`src/rtl/constraint_sampler_pkg.sv`:
```
// Shared types and constants for the constraint sampler.
// Contents: FSM state enum, Galois LFSR tap mask, default seed,
// try-counter width and a one-step LFSR helper used by the LFSR block.
package constraint_sampler_pkg;

  typedef enum logic [1:0] {
    IDLE  = 2'd0,
    GEN   = 2'd1,
    CHECK = 2'd2,
    RESP  = 2'd3
  } state_t;

  // x^32 + x^22 + x^2 + x + 1, right-shifting Galois form
  localparam logic [31:0] LFSR_TAPS    = 32'h8020_0003;
  localparam logic [31:0] DEFAULT_SEED = 32'hACE1_0001;
  localparam int          TRIES_W      = 16;

  // Bit 31 of the tap mask is set, so a nonzero state never maps to zero.
  function automatic logic [31:0] lfsr_step(input logic [31:0] v);
    return (v >> 1) ^ (v[0] ? LFSR_TAPS : 32'h0);
  endfunction

endpackage

```
`src/rtl/constraint_sampler_if.sv`:
```
// Handshake/candidate bundle between the sampler and its environment.
// master : solver controller + external checker (drives requests, seed,
//          verdict and response-ready)
// slave  : constraint_sampler (drives candidates and response)
interface constraint_sampler_if
  import constraint_sampler_pkg::*;
#(
  parameter int W_A = 5,
  parameter int W_B = 15
);
  logic               req_valid;
  logic               req_ready;
  logic               seed_load;
  logic [31:0]        seed_in;
  logic [W_A-1:0]     cand_a;
  logic [W_B-1:0]     cand_b;
  logic               chk_x;
  logic               rsp_valid;
  logic               rsp_ready;
  logic [W_A-1:0]     rsp_a;
  logic [W_B-1:0]     rsp_b;
  logic               rsp_sat;
  logic [TRIES_W-1:0] rsp_tries;

  modport master (
    output req_valid, seed_load, seed_in, chk_x, rsp_ready,
    input  req_ready, cand_a, cand_b, rsp_valid, rsp_a, rsp_b, rsp_sat, rsp_tries
  );

  modport slave (
    input  req_valid, seed_load, seed_in, chk_x, rsp_ready,
    output req_ready, cand_a, cand_b, rsp_valid, rsp_a, rsp_b, rsp_sat, rsp_tries
  );
endinterface

```
`src/rtl/cs_lfsr32.sv`:
```
// 32-bit right-shifting Galois LFSR with seed load.
// Ports:
//   clk, rst_n  - clock, async active-low reset (state <= SEED)
//   load        - load load_val (a zero load_val is replaced by SEED)
//   load_val    - seed to load
//   adv         - advance one step (load has priority)
//   value       - current LFSR state
module cs_lfsr32
  import constraint_sampler_pkg::*;
#(
  parameter logic [31:0] SEED = DEFAULT_SEED
) (
  input  logic        clk,
  input  logic        rst_n,
  input  logic        load,
  input  logic [31:0] load_val,
  input  logic        adv,
  output logic [31:0] value
);

  always_ff @(posedge clk or negedge rst_n) begin
    if (!rst_n) begin
      value <= SEED;
    end else if (load) begin
      // zero would lock the LFSR, so fall back to the build-time seed
      value <= (load_val == 32'h0) ? SEED : load_val;
    end else if (adv) begin
      value <= lfsr_step(value);
    end
  end

endmodule

```
`src/rtl/constraint_sampler.sv`:
```
// Constraint sampler: draws pseudo-random (A,B) candidates from an LFSR,
// presents them to an external combinational checker and retries until
// the checker accepts or the try budget runs out, then returns the
// final candidate over a valid/ready response channel.
// Ports:
//   clk, rst_n  - clock, async active-low reset
//   bus         - constraint_sampler_if.slave (request, seed, candidates,
//                 checker verdict, response)
//   stat_req, stat_fail, stat_checks - saturating statistics counters,
//                 present only when CONSTRAINT_SAMPLER_STATS_EN is defined
// Optional build macro: CONSTRAINT_SAMPLER_STATS_EN
module constraint_sampler
  import constraint_sampler_pkg::*;
#(
  parameter int          W_A       = 5,
  parameter int          W_B       = 15,
  parameter int          MAX_TRIES = 64,
  parameter logic [31:0] SEED      = DEFAULT_SEED
) (
  input  logic                  clk,
  input  logic                  rst_n,
  constraint_sampler_if.slave   bus
`ifdef CONSTRAINT_SAMPLER_STATS_EN
  ,
  output logic [31:0]           stat_req,
  output logic [31:0]           stat_fail,
  output logic [31:0]           stat_checks
`endif
);

  if (W_A + W_B > 32) begin : g_bad_width
    $error("constraint_sampler: W_A + W_B must not exceed 32");
  end
  if (MAX_TRIES < 1 || MAX_TRIES > 65535) begin : g_bad_tries
    $error("constraint_sampler: MAX_TRIES must be in 1..65535");
  end
  if (SEED == 32'h0) begin : g_bad_seed
    $error("constraint_sampler: SEED must be nonzero");
  end

  localparam logic [TRIES_W-1:0] MAX_T = TRIES_W'(MAX_TRIES);

  state_t             state;
  logic [TRIES_W-1:0] tries;
  logic [W_A-1:0]     cand_a_q;
  logic [W_B-1:0]     cand_b_q;
  logic [W_A-1:0]     rsp_a_q;
  logic [W_B-1:0]     rsp_b_q;
  logic               rsp_sat_q;
  logic [TRIES_W-1:0] rsp_tries_q;
  logic               rsp_valid_q;
  logic [31:0]        lfsr_val;

  logic accept;
  logic last_try;
  logic retry;
  logic finish;
  logic seed_take;
  logic unused_lfsr_bits;

  // seed_load wins over a simultaneous request
  assign seed_take = (state == IDLE) && bus.seed_load;
  assign accept    = (state == IDLE) && !bus.seed_load && bus.req_valid;
  assign last_try  = (tries == MAX_T);
  assign retry     = (state == CHECK) && !bus.chk_x && !last_try;
  assign finish    = (state == CHECK) && (bus.chk_x || last_try);

  // LFSR steps on every entry to GEN, so GEN sees the fresh value
  cs_lfsr32 #(.SEED(SEED)) u_lfsr (
    .clk      (clk),
    .rst_n    (rst_n),
    .load     (seed_take),
    .load_val (bus.seed_in),
    .adv      (accept || retry),
    .value    (lfsr_val)
  );

  // upper LFSR bits beyond W_A+W_B only feed the sequence, not the candidates
  assign unused_lfsr_bits = ^lfsr_val;

  always_ff @(posedge clk or negedge rst_n) begin
    if (!rst_n) begin
      state       <= IDLE;
      tries       <= '0;
      cand_a_q    <= '0;
      cand_b_q    <= '0;
      rsp_a_q     <= '0;
      rsp_b_q     <= '0;
      rsp_sat_q   <= 1'b0;
      rsp_tries_q <= '0;
      rsp_valid_q <= 1'b0;
    end else begin
      case (state)
        IDLE: begin
          if (accept) begin
            tries <= '0;
            state <= GEN;
          end
        end
        GEN: begin
          cand_a_q <= lfsr_val[W_A-1:0];
          cand_b_q <= lfsr_val[W_A+W_B-1:W_A];
          tries    <= tries + 1'b1;
          state    <= CHECK;
        end
        CHECK: begin
          if (finish) begin
            rsp_a_q     <= cand_a_q;
            rsp_b_q     <= cand_b_q;
            rsp_sat_q   <= bus.chk_x;
            rsp_tries_q <= tries;
            rsp_valid_q <= 1'b1;
            state       <= RESP;
          end else begin
            state <= GEN;
          end
        end
        RESP: begin
          if (bus.rsp_ready) begin
            rsp_valid_q <= 1'b0;
            state       <= IDLE;
          end
        end
        default: state <= IDLE;
      endcase
    end
  end

  assign bus.req_ready = (state == IDLE) && !bus.seed_load;
  assign bus.cand_a    = cand_a_q;
  assign bus.cand_b    = cand_b_q;
  assign bus.rsp_valid = rsp_valid_q;
  assign bus.rsp_a     = rsp_a_q;
  assign bus.rsp_b     = rsp_b_q;
  assign bus.rsp_sat   = rsp_sat_q;
  assign bus.rsp_tries = rsp_tries_q;

`ifdef CONSTRAINT_SAMPLER_STATS_EN
  always_ff @(posedge clk or negedge rst_n) begin
    if (!rst_n) begin
      stat_req    <= '0;
      stat_fail   <= '0;
      stat_checks <= '0;
    end else begin
      if (accept && (stat_req != '1)) begin
        stat_req <= stat_req + 32'd1;
      end
      if (finish && !bus.chk_x && (stat_fail != '1)) begin
        stat_fail <= stat_fail + 32'd1;
      end
      if ((state == CHECK) && (stat_checks != '1)) begin
        stat_checks <= stat_checks + 32'd1;
      end
    end
  end
`endif

endmodule

```
`src/flat_wrapper.sv`:
```
// flat-port wrapper written by rule: the top's interface ports become plain ports
module constraint_sampler_flat import constraint_sampler_pkg::*;
#(
  parameter int          W_A       = 5,
  parameter int          W_B       = 15,
  parameter int          MAX_TRIES = 64,
  parameter logic [31:0] SEED      = DEFAULT_SEED
)
  (clk, rst_n, bus_req_valid, bus_seed_load, bus_seed_in, bus_chk_x, bus_rsp_ready, bus_req_ready, bus_cand_a, bus_cand_b, bus_rsp_valid, bus_rsp_a, bus_rsp_b, bus_rsp_sat, bus_rsp_tries);
  constraint_sampler_if #(.W_A(W_A), .W_B(W_B)) bus_i ();
  input  logic clk;
  input  logic rst_n;
  input wire logic [$bits(bus_i.req_valid)-1:0] bus_req_valid;
  input wire logic [$bits(bus_i.seed_load)-1:0] bus_seed_load;
  input wire logic [$bits(bus_i.seed_in)-1:0] bus_seed_in;
  input wire logic [$bits(bus_i.chk_x)-1:0] bus_chk_x;
  input wire logic [$bits(bus_i.rsp_ready)-1:0] bus_rsp_ready;
  output wire logic [$bits(bus_i.req_ready)-1:0] bus_req_ready;
  output wire logic [$bits(bus_i.cand_a)-1:0] bus_cand_a;
  output wire logic [$bits(bus_i.cand_b)-1:0] bus_cand_b;
  output wire logic [$bits(bus_i.rsp_valid)-1:0] bus_rsp_valid;
  output wire logic [$bits(bus_i.rsp_a)-1:0] bus_rsp_a;
  output wire logic [$bits(bus_i.rsp_b)-1:0] bus_rsp_b;
  output wire logic [$bits(bus_i.rsp_sat)-1:0] bus_rsp_sat;
  output wire logic [$bits(bus_i.rsp_tries)-1:0] bus_rsp_tries;
  assign bus_i.req_valid = bus_req_valid;
  assign bus_i.seed_load = bus_seed_load;
  assign bus_i.seed_in = bus_seed_in;
  assign bus_i.chk_x = bus_chk_x;
  assign bus_i.rsp_ready = bus_rsp_ready;
  assign bus_req_ready = bus_i.req_ready;
  assign bus_cand_a = bus_i.cand_a;
  assign bus_cand_b = bus_i.cand_b;
  assign bus_rsp_valid = bus_i.rsp_valid;
  assign bus_rsp_a = bus_i.rsp_a;
  assign bus_rsp_b = bus_i.rsp_b;
  assign bus_rsp_sat = bus_i.rsp_sat;
  assign bus_rsp_tries = bus_i.rsp_tries;
  constraint_sampler #(.W_A(W_A), .W_B(W_B), .MAX_TRIES(MAX_TRIES), .SEED(SEED)) u_core (.clk(clk), .rst_n(rst_n), .bus(bus_i));
endmodule
```
`config.mk`:
```
export PLATFORM = sky130hd
export DESIGN_NAME = constraint_sampler_flat
export DESIGN_NICKNAME = d
export VERILOG_FILES = /design/src/rtl/constraint_sampler_pkg.sv /design/src/rtl/constraint_sampler_if.sv /design/src/rtl/cs_lfsr32.sv /design/src/rtl/constraint_sampler.sv /design/src/flat_wrapper.sv
export SDC_FILE = /design/constraint.sdc
export NUM_CORES = 1
export LEC_CHECK = 0
export ABC_AREA = 1
export CORE_AREA = 2 2 111 194
export DETAILED_ROUTE_END_ITERATION = 8
export DIE_AREA = 0 0 113 196
export PLACE_DENSITY = 0.48
export SYNTH_ARGS = -nofsm -noshare
export SYNTH_HDL_FRONTEND = slang
export SYNTH_SLANG_ARGS = --single-unit
export TNS_END_PERCENT = 5
```
`constraint.sdc`:
```
create_clock -name clk -period 2.2 [get_ports clk]
set_clock_uncertainty 0.1 [all_clocks]
set_input_delay 0.44 -clock clk [delete_from_list [all_inputs] [get_ports clk]]
set_output_delay 0.44 -clock clk [all_outputs]
set_load 0.1 [all_outputs]
```
==> impl_summary.txt <==
----------------------------------------------------
[Placement]
  Port Buffer Count ... 96
  RePlAce Congestion ... between 0.7 and 0.8
  Detailed placer's ending HPWL ... a little over 10000 um

[Clock tree]
  TritonCTS buffer count ... 9
  Clock latency of the later-clocked register in the worst-skew pair ... about 0.36 ns
  Post-CTS Resized ... 0
  CTS Buffer Depth ... 2
  Root buf cell ... sky130_fd_sc_hd__clkbuf_16
  Clock sink count ... between 100 and 150
  Clock-pin slew on the worst setup and hold paths ... 0.07 ns
  Buffers inserted by post-CTS timing repair ... 0
  H-tree depth ... 3
  CTS Hold Bufs ... 0
  Clock tree from TritonCTS ... done

[Route]
  Total routed wirelength ... 14300 um
  Total number of vias ... around 4300
  Number of routed nets with antenna violations ... 0
  Count of unresolved DRC violations after routing ... 6
  First DRT Iteration DRCs ... between 200 and 250
  Number of detailed-routing iterations run before antenna repair ... 6
  Vias per std cell ... 4.42
  Detail-routed net length per standard cell ... roughly 15 um

[Yosys]
  Synth Cell Area ... 5080 um^2
  Net Count, Synth ... around 650
  XOR/XNOR share of the synthesized area ... 0.00517
  Main combinational cell family by area after synthesis ... simple AND/OR/NAND/NOR gates
  Area share of the largest cell type after synthesis ... 0.488
  Compound-cell area share of the yosys netlist ... 0.103
  Leading cell types by total area after synthesis ... sky130_fd_sc_hd__dfrtp_1 49%, sky130_fd_sc_hd__nand2_1 13%, sky130_fd_sc_hd__o21ai_0 8.0%
  Mux cell area share after synthesis ... 0.0288
  Post-synthesis sequential area ratio ... 0.534
  Average footprint of a synthesized cell ... 8.27 um^2
  Post-synthesis simple-gate area fraction ... 0.247
  Number of flip-flops and latches in the synthesized netlist ... between 100 and 150
  Number of different library cells in the post-synthesis netlist ... 30
  Count of warnings emitted by yosys ... 0
  Adder and majority cell fraction of the synthesized area ... 0.00493
  Post-synthesis cell type with the largest combined area ... sky130_fd_sc_hd__dfrtp_1
  Gate count of the mapped netlist ... 614

[Critical path]
  Required arrival time at the worst endpoint ... around 1.7 ns
  Chain of cells forming the critical path ... clkdlybuf4s50_1, buf_4, nor3_4, buf_12
  Cell at the slowest stage of the critical path ... sky130_fd_sc_hd__clkdlybuf4s50_1
  CP Data Arrival Time ... between 1 and 1.5 ns
  Element type at the critical path end ... primary output
  Launching element type of the critical path ... input port
  Maximum net fanout on the critical path ... 5
  Critical Path Max Stage Delay ... just under 0.5 ns
  Start-to-end type of the worst setup path ... input port to primary output

[Global routing]
  Remaining Overflow, GRT ... 0
  Number of antenna violations at the first check in global routing ... 0
  Wire length of the first global-routing pass ... approximately 23000 um
  Global-route track usage on met3 ... 0.0222
  Maximum number of pins on one net before global-route repair ... about 110
  Via count of the first global-routing pass ... 4212
  GRT Overall Usage ... 0.133
  Met2 routing resource usage after global routing ... 0.237
  Busiest grt layer ... met2
  Met1 Resource Use GR ... 0.157

[Timing]
  Fin. Hold Viols ... 0
  Unrepaired setup endpoints after global routing ... no
  Final clock period utilization by the worst path ... 0.914
  Setup violations, final ... 0
  Final Critical Period ... between 2 and 2.5 ns
  Worst-case headroom to the max-slew limit ... 0.568
  Fmax ... approximately 500 MHz
  Transition at the pin with the smallest max-transition slack ... about 0.65 ns
  TNS Setup ... 0 ns
  Final Max Tran Viols ... 0

[Finish]
  Number of nets in the layout ... 749
  Syn-to-layout area delta ... 28.2%
  Share of layout cells above drive strength 1 ... 0.174
  Number of inserted diodes ... 0

[Job]
  Number of violations of the max-capacitance limit ... 0

[Floorplanning]
  Horizontal extent of the die ... roughly 110 um
  I/O pin total ... a little under 100
  Cell row count ... 70
  Initial core utilization ... 0.246
  Area enclosed by the die boundary ... 22100 um^2
  Placeable core area ... ~21000 um^2
  Vertical die dimension ... approximately 200 um

[Outcome]
  Result of the run ... complete, but fails checks
  Failing checks ... design-rule violations

[Hold path]
  Class of the tightest hold or removal check ... input port to async pin

----------------------------------------------------
==> critical path: cells and delay by family <==
kind	cells	cell delay (ns)
buffers and inverters	3	0.88
and+or+nand+nor	1	0.15
==> flip-flops by register name, summed over array words and instances, names as in the netlist <==
signal / count
u_core.bus.cand_a: 5
u_core.bus.cand_b: 15
u_core.bus.rsp_a: 5
u_core.bus.rsp_b: 15
u_core.bus.rsp_sat: 1
u_core.bus.rsp_tries: 16
u_core.bus.rsp_valid: 1
u_core.state: 2
u_core.tries: 16
u_core.u_lfsr.value: 32
==> per-stage QoR <==
stage               std cells  instance area [um^2]  hold slack, ns  setup WS [ns]  utilization
detailed placement        950                  6230           0.364         0.0853        0.302
global route              966                  6510          0.0857          0.133        0.315
global placement          950                  6230           0.365          0.114        0.302
CTS                       966                  6510          0.0903          0.161        0.315
finish                    966                  6510          0.0313          0.188        0.315
floorplan                 614                  5090          0.0444          0.315            -
==> cells by family after synthesis <==
| group | after synthesis |
|---|---|
| and+or+nand+nor | 302 |
| adders and majority gates | 2 |
| buffers and inverters | 86 |
| xor gates and xnor gates | 3 |
| muxes | 13 |
| DFF | 108 |
| AOI/OAI and AO/OA | 100 |
==> cell usage after synthesis <==
cell type,number
sky130_fd_sc_hd__nand3b_1,1
sky130_fd_sc_hd__o21ai_4,1
sky130_fd_sc_hd__buf_2,12
sky130_fd_sc_hd__nor3_2,1
sky130_fd_sc_hd__ha_1,2
sky130_fd_sc_hd__buf_4,6
sky130_fd_sc_hd__xnor2_1,1
sky130_fd_sc_hd__xor2_1,2
sky130_fd_sc_hd__inv_1,56
sky130_fd_sc_hd__inv_2,2
sky130_fd_sc_hd__a22oi_1,1
sky130_fd_sc_hd__nand2_2,4
sky130_fd_sc_hd__buf_6,4
sky130_fd_sc_hd__o22ai_1,3
sky130_fd_sc_hd__nor3_1,3
sky130_fd_sc_hd__nand2_1,179
sky130_fd_sc_hd__mux2_2,13
sky130_fd_sc_hd__nand4_1,4
sky130_fd_sc_hd__o21ai_0,81
sky130_fd_sc_hd__nand3_1,63
sky130_fd_sc_hd__o31ai_1,1
sky130_fd_sc_hd__clkbuf_1,6
sky130_fd_sc_hd__a21oi_1,4
sky130_fd_sc_hd__nor2_1,46
sky130_fd_sc_hd__o21ai_1,7
sky130_fd_sc_hd__dfrtp_1,99
sky130_fd_sc_hd__a31oi_1,1
sky130_fd_sc_hd__dfstp_2,9
sky130_fd_sc_hd__o21a_1,1
sky130_fd_sc_hd__nand3b_2,1
==> cell type report <==
type	count	area, um^2
clock inverters	4	33.8
well taps	252	315
flip-flops and latches	108	2710
clock buffers	12	246
repair buffers	112	993
fillers	2252	14200
inverters	58	218
multi-input cells	420	1990
==> layer usage <==
layer  vias up  part of all wire
li1       2162                 -
met1      2007              0.40
met2        90              0.53
met3        13             0.041
met4         0             0.025
met5         -                 0
==> cells in the final DEF (no fill, tap or decap), types with 9 or more instances in the layout <==
cell type and count:
sky130_fd_sc_hd__nor2_1 45, sky130_fd_sc_hd__buf_4 71, sky130_fd_sc_hd__dfstp_2 9, sky130_fd_sc_hd__nand3_1 63, sky130_fd_sc_hd__inv_1 56, sky130_fd_sc_hd__clkdlybuf4s50_1 36
sky130_fd_sc_hd__mux2_2 13, sky130_fd_sc_hd__dfrtp_1 99, sky130_fd_sc_hd__nand2_1 178, sky130_fd_sc_hd__o21ai_0 81, sky130_fd_sc_hd__clkbuf_16 9
==> worst paths after layout <==
check	from	end	slack [ns]	cells after the start
setup reg to reg	u_core.tries[0]$_DFFE_PN0P_	u_core.u_lfsr.value[4]$_DFFE_PN0P_	0.35	10
max in group asynchronous	rst_n	u_core.bus.rsp_b[9]$_DFFE_PN0P_	1.45	2
hold reg to reg	u_core.bus.rsp_a[4]$_DFFE_PN0P_	u_core.bus.rsp_a[4]$_DFFE_PN0P_	0.38	2
hold / removal	rst_n	u_core.bus.cand_a[3]$_DFFE_PN0P_	0.03	2
min in group clk	u_core.bus.rsp_a[4]$_DFFE_PN0P_	u_core.bus.rsp_a[4]$_DFFE_PN0P_	0.38	2
setup / recovery	bus_seed_load	bus_req_ready	0.19	4
Power is not shown: default switching activity piles up to over one toggle a cycle in this logic, so the estimate is an artifact.
